**config.mk**
```make
export PLATFORM = sky130hd
export DESIGN_NAME = sbox_layer_serial
export DESIGN_NICKNAME = d
export VERILOG_FILES = /design/src/rtl/sbox_layer_serial.sv
export SDC_FILE = /design/constraint.sdc
export NUM_CORES = 1
export LEC_CHECK = 0
export CAP_MARGIN = 25
export CORE_MARGIN = 4
export CORE_UTILIZATION = 57
export DETAILED_ROUTE_END_ITERATION = 7
export DONT_BUFFER_PORTS = 1
export GPL_ROUTABILITY_DRIVEN = 0
export PLACE_DENSITY = 0.7
export RECOVER_POWER = 100
export SLEW_MARGIN = 20
export SYNTH_ARGS = -nofsm -noshare
export SYNTH_HDL_FRONTEND = slang
export SYNTH_SLANG_ARGS = --single-unit
```
**constraint.sdc**
```tcl
create_clock -name clk -period 5.4 [get_ports clk]
set_clock_uncertainty 0.05 [all_clocks]
set_input_delay 0.81 -clock clk [delete_from_list [all_inputs] [get_ports clk]]
set_output_delay 0.81 -clock clk [all_outputs]
set_load 0.02 [all_outputs]
```
**src/rtl/sbox_layer_serial.sv**
```systemverilog
// Serialized PRESENT substitution layer: one shared 4-bit S-box walks the 16
// nibbles of a 64-bit state, LSB nibble first, one nibble per clock.
module sbox_layer_serial (
   input  logic        clk,
   input  logic        rst,
   input  logic        start,
   input  logic [63:0] state_in,
   output logic [63:0] state_out,
   output logic        busy,
   output logic        done
);

   localparam int unsigned STATE_W = 64;
   localparam int unsigned NIB_W   = 4;
   localparam int unsigned CNT_W   = 4;

   typedef enum logic [1:0] {
      S_IDLE = 2'd0,
      S_RUN  = 2'd1,
      S_DONE = 2'd2
   } fsm_t;

   fsm_t               r_fsm;
   logic [CNT_W-1:0]   r_cnt;
   logic [STATE_W-1:0] r_state;
   logic               r_busy;
   logic               r_done;

   logic [NIB_W-1:0]   w_nib_in;
   logic [NIB_W-1:0]   w_nib_out;

   assign w_nib_in = r_state[{r_cnt, 2'b00} +: NIB_W];

   // The single shared S-box
   always_comb begin
      w_nib_out = 4'hC;
      case (w_nib_in)
         4'h0: w_nib_out = 4'hC;
         4'h1: w_nib_out = 4'h5;
         4'h2: w_nib_out = 4'h6;
         4'h3: w_nib_out = 4'hB;
         4'h4: w_nib_out = 4'h9;
         4'h5: w_nib_out = 4'h0;
         4'h6: w_nib_out = 4'hA;
         4'h7: w_nib_out = 4'hD;
         4'h8: w_nib_out = 4'h3;
         4'h9: w_nib_out = 4'hE;
         4'hA: w_nib_out = 4'hF;
         4'hB: w_nib_out = 4'h8;
         4'hC: w_nib_out = 4'h4;
         4'hD: w_nib_out = 4'h7;
         4'hE: w_nib_out = 4'h1;
         4'hF: w_nib_out = 4'h2;
         default: w_nib_out = 4'hC;
      endcase
   end

   // busy/done are registered alongside the state so they track it exactly
   always_ff @(posedge clk or posedge rst) begin
      if (rst) begin
         r_fsm   <= S_IDLE;
         r_cnt   <= '0;
         r_state <= '0;
         r_busy  <= 1'b0;
         r_done  <= 1'b0;
      end else begin
         case (r_fsm)
            S_IDLE: begin
               if (start) begin
                  r_state <= state_in;
                  r_cnt   <= '0;
                  r_fsm   <= S_RUN;
                  r_busy  <= 1'b1;
               end
            end
            S_RUN: begin
               r_state[{r_cnt, 2'b00} +: NIB_W] <= w_nib_out;
               r_cnt <= r_cnt + CNT_W'(1);
               if (r_cnt == CNT_W'(15)) begin
                  r_fsm  <= S_DONE;
                  r_busy <= 1'b0;
                  r_done <= 1'b1;
               end
            end
            S_DONE: begin
               r_fsm  <= S_IDLE;
               r_done <= 1'b0;
            end
            default: begin
               r_fsm  <= S_IDLE;
               r_busy <= 1'b0;
               r_done <= 1'b0;
            end
         endcase
      end
   end

   assign state_out = r_state;
   assign busy      = r_busy;
   assign done      = r_done;

endmodule

```
# Yosys cells after proc, flatten, opt, wreduce, memory -nomap -nowiden
# Memory sizes are Yosys's and may differ from the RTL's.
# Cells that the tools add are included.
word_totals:
  register_bits: 72
  mem_bits_ro: 64
  in_bits: 67
  word_cells: 37
  n_memories: 1
op_classes:
  add_sub_neg: 2
  eq_ne: 5
  shift: 3
  muxes: 13
  bitwise_logic: 2
  reduce_logical: 6
mem_list:
  columns: ["memory", "words", "word_bits", "rd", "rd_clocked_by_memory_dff", "wr", "line", "text"]
  rows:
  - ["(name not given)", 16, 4, 1, 0, 0, "37", "case (w_nib_in)"]
op_table:
  columns: ["cell", "n"]
  rows:
  - ["$pmux 64 s2", 1]
  - ["$bwmux 64", 1]
  - ["$mux 64", 1]
  - ["$shift 4x8->64 const A", 1]
  - ["$shiftx 4x8->64", 1]
  - ["$shiftx 64x7->4", 1]
  - ["$neg 6->8", 1]
  - ["$pmux 4 s2", 1]
  - ["$reduce_and 2->1", 3]
  - ["$add 4x1->4 const B", 1]
  - ["$eq 4x4->1 const B", 1]
  - ["$mux 2", 2]
  - ["$mux 4", 1]
  - ["$ne 2x2->1 const B", 2]
  - ["$pmux 2 s2", 1]
  - ["$mux 1", 3]
  - ["$pmux 1 s3", 1]
  - ["$reduce_and 3->1", 1]
  - ["$eq 2x1->1 const B", 1]
  - ["$eq 2x2->1 const B", 1]
  - ["$logic_not 2->1", 1]
  - ["$not 1->1", 2]
  - ["$pmux 1 s2", 1]
  - ["$reduce_bool 2->1", 1]

# Longest topological paths before layout
# Gate-level depths: netlist (run 1).
# An unclocked memory read counts as a cell.
logic_depth:
  word_depth: 5
  ltp_mapped: 12
  depth_no_buf: 9

# Worst setup path before layout (run 1)
# No wires, ideal clock.
synth_path:
  path_kind: "register to register"
  start: "register r_cnt[0]"
  end: "register r_state[24] (netlist: state_out[24])"
  setup_ns: 0.132
  t_arrival_ns: 2.497
  required_time_ns: 5.218
  slack_ns: 2.722
  stages_incl_launch_ff: 11
  cell_sequence: "dfrtp_1 buf_2 buf_6 mux4_2 nand3_1 and4_4 ha_1 mux2i_1 xnor2_2 buf_6 mux2i_4"
synth_via:
  elab_chain_cells: 5
  elab_cells_between_ends: 7
  classes_between: "add/sub: 1; shift: 3; mux: 2; memory: 1"
synth_lines:
  columns: ["item", "line", "text"]
  rows:
  - ["start: declaration", "24", "logic [CNT_W-1:0] r_cnt;"]
  - ["start signal: assignment", "78", "r_cnt <= r_cnt + CNT_W'(1);"]
  - ["$shiftx 64x7->4", "32", "assign w_nib_in = r_state[{r_cnt, 2'b00} +: NIB_W];"]
  - ["$mem_v2 16x4", null, null]
  - ["$shiftx 4x8->64", "77", "r_state[{r_cnt, 2'b00} +: NIB_W] <= w_nib_out;"]
  - ["$bwmux 64 *", "77", null]
  - ["$pmux 64 s2 *", "67", "case (r_fsm)"]
  - ["end signal: assignment", "70", "r_state <= state_in;"]
  - ["end signal: indexed assignment", "77", null]
  - ["end: declaration", "25", "logic [STATE_W-1:0] r_state;"]
# Mark *: on every way between the ends. The rest lies on a longest branch, timed or not.
# A chain may end at the register's enable or synchronous reset.

# Final worst setup path (run 1)
layout_path:
  start: "register r_cnt[1]"
  end: "register r_state[30] (netlist: state_out[30])"
# Same word-level chain as after synthesis.

==> results of run 1 <==
[synthesized netlist by cell type (7+ instances only)]
cell type / count
a211oi_1: 17
a21oi_1: 65
and3_1: 52
clkbuf_1: 22
dfrtp_1: 72
ha_1: 9
inv_1: 8
mux2i_1: 10
mux2i_4: 7
mux4_2: 9
nand2_1: 53
nand3_1: 15
nor2_1: 13
o21ai_0: 28
o21ai_1: 13
o21ai_2: 7
[state kept, by name, indices dropped and copies added, names as in the netlist]
name / flops
busy: 1
done: 1
r_cnt: 4
r_fsm: 2
state_out: 64
[logic make-up after synthesis]
| family | synth area share |
|---|---|
| AO/OA/AOI/OAI | 0.183 |
| XOR/XNOR | 0.00573 |
| adder cells (fa/ha/maj) | 0.0258 |
| buffers and inverters | 0.0452 |
| flip-flops | 0.412 |
| multiplexers | 0.146 |
| AND/OR/NAND/NOR | 0.182 |
[worst max-delay path, stage by stage, from the launching register on]
cell     delay [ps]
dfrtp_1         950
mux4_1          450
a22oi_1         170
and3_1          280
ha_1            290
mux2_2          270
mux2i_1        1210
o21ai_0         270
[cell type report]
cell class                      count  area, µm²
Fill cell                         650       2810
Multi-Input combinational cell    341       2370
Sequential cell                    72       1800
Clock buffer                       10        128
Tap cell                           99        124
Clock inverter                      6       70.1
Timing Repair Buffer                6       37.5
Inverter                            8       30.0
[metrics by stage]
step	util	power (mW)	worst slack, ps
2_1_floorplan	-	2.61	2720
3_3_place_gp	0.595	3.02	2120
3_5_place_dp	0.595	3.09	1950
4_1_cts	0.622	3.52	1950
5_1_grt	0.619	3.68	996
6_report	0.619	3.47	1280
[metal layers]
| layer | vias up | share of wire | track usage |
|---|---|---|---|
| met2 | 140 | 0.48 | 0.469 |
| met1 | 1827 | 0.40 | 0.377 |
| li1 | 1637 | - | - |
| met3 | 26 | 0.080 | 0.0797 |
| met4 | 0 | 0.032 | 0.136 |
| met5 | - | 0 | 0 |
[final timing paths]
check | from | end | cells after the start
max | r_cnt[1] | state_out[30] | 7
min | r_fsm[0] | busy | 1
max reg2reg | r_cnt[1] | state_out[30] | 7
min reg2reg | r_fsm[0] | busy | 1
max in group asynchronous | rst | r_cnt[3] | 2
min in group asynchronous | rst | state_out[34] | 2
[power breakdown]
part	leakage (nW)	switching [mW]	internal, mW
registers	0.938	0.518	0.732
logic	1.08	1.15	0.627
clock network	0.100	0.222	0.216
total	2.12	1.89	1.57
==> impl_metrics.env, run 1 <==
export IMPL_die_area_mm2=0.00913
export IMPL_violations="capacitance limit, slew limit"
export IMPL_report_final_slew_viol_count=92
export IMPL_seq_area_frac_synth=0.412
export IMPL_max_vdd_ir_drop_uv=320
export IMPL_status="finished with violations"
export IMPL_grt_max_degree=75
export IMPL_cts_tree="built"
export IMPL_crit_type="flip-flop to flip-flop"
export IMPL_first_pass_iters=5
export IMPL_cts_root_buf="clkbuf_8"
export IMPL_cts_hold_buf=0
export IMPL_drcViolationCount=0
export IMPL_overflow=0
export IMPL_start_kind="flip-flop"
export IMPL_crit_required_ps=5520
export IMPL_r2r_slack_ps=1280
export IMPL_yosysTopAreaCellShare=0.412
export IMPL_wl_per_cell_um=23.8
export IMPL_clock_latency_ps=360
export IMPL_finalSetupViolCount=0
export IMPL_ys_flop_type="dfrtp_1"
export IMPL_holdWs_ps=501
export IMPL_fin_nets=514
export IMPL_finalHoldViolCount=0
export IMPL_clock_path_buffers=2
export IMPL_vias=3630
export IMPL_ys_warnings_count=0
export IMPL_io_pins=133
export IMPL_dp_cells=526
export IMPL_tightest_slew_ps=2670
export IMPL_numCtsBuffers=9
export IMPL_drt_initial_drc_count=185
export IMPL_grt_usage=0.295
export IMPL_io_buffers=0
export IMPL_start_util=0.593
export IMPL_end_kind="flip-flop"
export IMPL_synth_cell_types=45
export IMPL_hp_class="flip-flop to flip-flop"
export IMPL_final_cell_area_mm2=0.00456
export IMPL_die_w_um=95.6
export IMPL_vias_per_cell=6.70
export IMPL_core_mm2=0.00737
export IMPL_yosys_register_bits=72
export IMPL_rsz0062_at_grt="no"
export IMPL_fin_setup_tns_ps=0
export IMPL_timing_fmax_mhz=243
export IMPL_antenna_cells=0
export IMPL_wl_mm=12.9
export IMPL_clk_pin_slew_worst_paths_ps=80
export IMPL_yosysTopAreaCell="dfrtp_1"
export IMPL_layout_drive_gt1_share=0.117
export IMPL_htreeDepth=3
export IMPL_max_slew_margin=-0.778
export IMPL_cp_max_fo=23
export IMPL_cts_setup_buffers=0
export IMPL_arrival_ps=4250
export IMPL_power_density_mw_per_mm2=761
export IMPL_dpl_instance_area_mm2=0.00438
export IMPL_drv_cap=2
export IMPL_final_cell_count_no_fill=542
export IMPL_cts_sinks=72
export IMPL_layout_common_cells="dfrtp_1, a21oi_1, nand2_1"
export IMPL_synth_nets=530
export IMPL_synth_area_top_cells="dfrtp_1, a21oi_1, and3_1, mux4_2, nand2_1"
export IMPL_p_leak_nw=2.12
export IMPL_die_y_um=95.6
export IMPL_first_global_vias=3570
export IMPL_antenna_found_initial=0
export IMPL_areaGrowthSynthToFinish_pct=4.26
export IMPL_synth_area_mm2=0.00437
export IMPL_grt_pass1_wl_mm=19.9
export IMPL_rows=31
export IMPL_synth_edf_count=0
export IMPL_postSynthCellCount=454
export IMPL_async_reset_ff_frac=1.00
export IMPL_finalCritPeriodShare=0.763
export IMPL_antenna_left=0
export IMPL_syn_area_per_cell_um2=9.63
export IMPL_dp_hpwl_mm=9.18
export IMPL_post_cts_resized=0
export IMPL_layout_commonest_cell="dfrtp_1"
export IMPL_fin_crit_ps=4120
Power figures use the tool's default switching activity.
==> run 2, diff against run 1 <==
==> constraint.sdc (replaced) <==
create_clock -name clk -period 3.9 [get_ports clk]
set_clock_uncertainty 0.05 [all_clocks]
set_input_delay 0.585 -clock clk [delete_from_list [all_inputs] [get_ports clk]]
set_output_delay 0.585 -clock clk [all_outputs]
set_load 0.02 [all_outputs]
==> run 2 against run 1 <==
  * The flow still finishes with violations (capacitance limit, slew limit)
  * Cell count is 0.92% higher
  * Sequential share of layout area hardly changed
  * Register-to-register slack worse by 790 ps
  * Critical path depth is 1 higher
  * Clock-buffer cell count stayed put
  * Clock power is 39% higher
  * Largest power group unchanged
  * Maximum frequency is 21% higher
  * Total power is 39% higher
  * Cell area hardly changed
  * Core utilization is 0.051 points higher
  * Global-route usage is 0.39 points lower
  * Worst hold slack worse by 120 ps
  * Highest routed layer unchanged
==> impl_metrics.env, run 2 (same netlist as run 1, synthesis figures left out) <==
export IMPL_status="finished with violations"
export IMPL_violations="capacitance limit, slew limit"
export IMPL_cp_max_fo=16
export IMPL_rsz0062_at_grt="no"
export IMPL_busiest_layer="met2"
export IMPL_hp_class="primary input to flip-flop"
export IMPL_start_kind="flip-flop"
export IMPL_finalCritPeriodShare=0.875
export IMPL_max_stage_delay_ps=790
export IMPL_start_util=0.593
export IMPL_clk_pin_slew_worst_paths_ps=80
export IMPL_io_buffers=0
export IMPL_post_cts_resized=0
export IMPL_antenna_left=0
export IMPL_drv_cap=1
export IMPL_worstPathCellList="mux4_1 > nand2_1 > and4_1 > inv_1 > ha_1 > mux2_1 > mux2i_4 > o21ai_0"
export IMPL_finalSetupViolCount=0
export IMPL_die_y_um=95.6
export IMPL_internal_power_mw=2.21
export IMPL_final_cell_area_mm2=0.00456
export IMPL_worstSetupStartpoint="r_cnt[0]"
export IMPL_worst_path_buf_inv=1
export IMPL_use_met1=0.378
export IMPL_first_pass_iters=4
export IMPL_first_global_vias=3609
export IMPL_critPathTopFamily="multiplexers"
export IMPL_finalHoldViolCount=0
export IMPL_layout_common_cells="dfrtp_1, a21oi_1, nand2_1"
export IMPL_max_vdd_ir_drop_uv=383
export IMPL_power_density_mw_per_mm2=1060
export IMPL_vias_per_cell=6.67
export IMPL_largest_reg_flops=64
export IMPL_layout_drive_gt1_share=0.103
export IMPL_cts_tree="built"
export IMPL_crit_type="flip-flop to flip-flop"
export IMPL_fin_nets=519
export IMPL_areaGrowthSynthToFinish_pct=4.35
export IMPL_core_mm2=0.00737
export IMPL_power_share_sequential=0.364
export IMPL_die_area_mm2=0.00913
export IMPL_cts_setup_buffers=0
export IMPL_final_cell_count_no_fill=547
export IMPL_grt_usage=0.292
export IMPL_rows=31
export IMPL_grt_max_degree=75
export IMPL_dp_hpwl_mm=9.39
export IMPL_fin_setup_tns_ps=0
export IMPL_fin_crit_ps=3410
export IMPL_reg2reg_from="r_cnt[0]"
export IMPL_drcViolationCount=0
export IMPL_r2r_slack_ps=490
export IMPL_cts_hold_buf=0
export IMPL_grt_use_met2=0.466
export IMPL_cts_sinks=72
export IMPL_power_frac_comb=0.510
export IMPL_die_w_um=95.6
export IMPL_grt_pass1_wl_mm=19.9
export IMPL_antenna_found_initial=0
export IMPL_max_slew_margin=-0.259
export IMPL_dpl_instance_area_mm2=0.00440
export IMPL_htreeDepth=3
export IMPL_io_pins=133
export IMPL_arrival_ps=3570
export IMPL_met3_usage=0.0852
export IMPL_clock_latency_ps=360
export IMPL_crit_slowest_cell="dfrtp_1"
export IMPL_dp_cells=529
export IMPL_overflow=0
export IMPL_p_sw_mw=2.63
export IMPL_layout_commonest_cell="dfrtp_1"
export IMPL_end_kind="flip-flop"
export IMPL_p_leak_nw=2.12
export IMPL_clkPwrFrac=0.126
export IMPL_wl_per_cell_um=23.6
export IMPL_numCtsBuffers=9
export IMPL_cts_root_buf="clkbuf_8"
export IMPL_clock_path_buffers=2
export IMPL_drt_initial_drc_count=175
export IMPL_p_sw_frac=0.544
export IMPL_vias=3647
export IMPL_wl_mm=12.9
export IMPL_timing_fmax_mhz=293
export IMPL_crit_required_ps=4060
export IMPL_antenna_cells=0
export IMPL_tightest_slew_ps=1890
export IMPL_min_delay_start="state_in[0]"
export IMPL_report_final_slew_viol_count=36
run 2: cell types whose count changed in the layout (fill, tap and decap cells not counted), moves of 2 or more:
cell and change:
clkbuf_1 +3, clkbuf_2 +2, clkinv_4 -2, o21ai_0 +3
o21ai_1 +2, o21ai_2 -5
run 2: power groups by stage:
stage | clock network, mW | registers (mW) | logic, mW
2_1_floorplan | 0 | 1.50 | 2.11
3_3_place_gp | 0 | 1.77 | 2.52
3_5_place_dp | 0 | 1.77 | 2.61
4_1_cts | 0.606 | 1.76 | 2.62
5_1_grt | 0.630 | 1.80 | 2.69
6_report | 0.608 | 1.76 | 2.47
run 2: metrics by stage:
stage	total power [mW]	utilization	hold slack (ps)	setup slack [ps]
final	4.83	0.619	379	488
after global routing	5.12	0.619	391	231
after CTS	4.98	0.624	294	560
after detailed placement	4.38	0.597	532	605
after global placement	4.29	0.597	490	696
after floorplan	3.61	-	436	1220
run 2: cell type report:
cell class              instances  area (µm²)
clock buffers                  10         128
clock inverters                 6        68.8
fillers                       660        2810
repair buffers                 11        61.3
inverters                       8        30.0
well taps                      99         124
multi-input cells             341        2350
flip-flops and latches         72        1800
run 2: worst reg2reg max path, cell delays in order, from the launching register on:
cell	delay, ps
dfrtp_1	790
mux4_1	660
nand2_1	80
and4_1	280
inv_1	120
ha_1	190
mux2_1	350
mux2i_4	540
o21ai_0	220
run 2: worst paths after layout:
path / endpoint / depth (start not counted)
max: state_out[29] / 8
min: state_out[0] / 2
max reg2reg: state_out[29] / 8
min reg2reg: busy / 1
max in group asynchronous: state_out[3] / 3
min in group asynchronous: state_out[43] / 2
run 2: per-layer routing:
metal / vias up / routed length (µm)
met5: - / 0
met4: 0 / 242
met3: 20 / 1260
met2: 167 / 6210
met1: 1806 / 5180
li1: 1654 / -
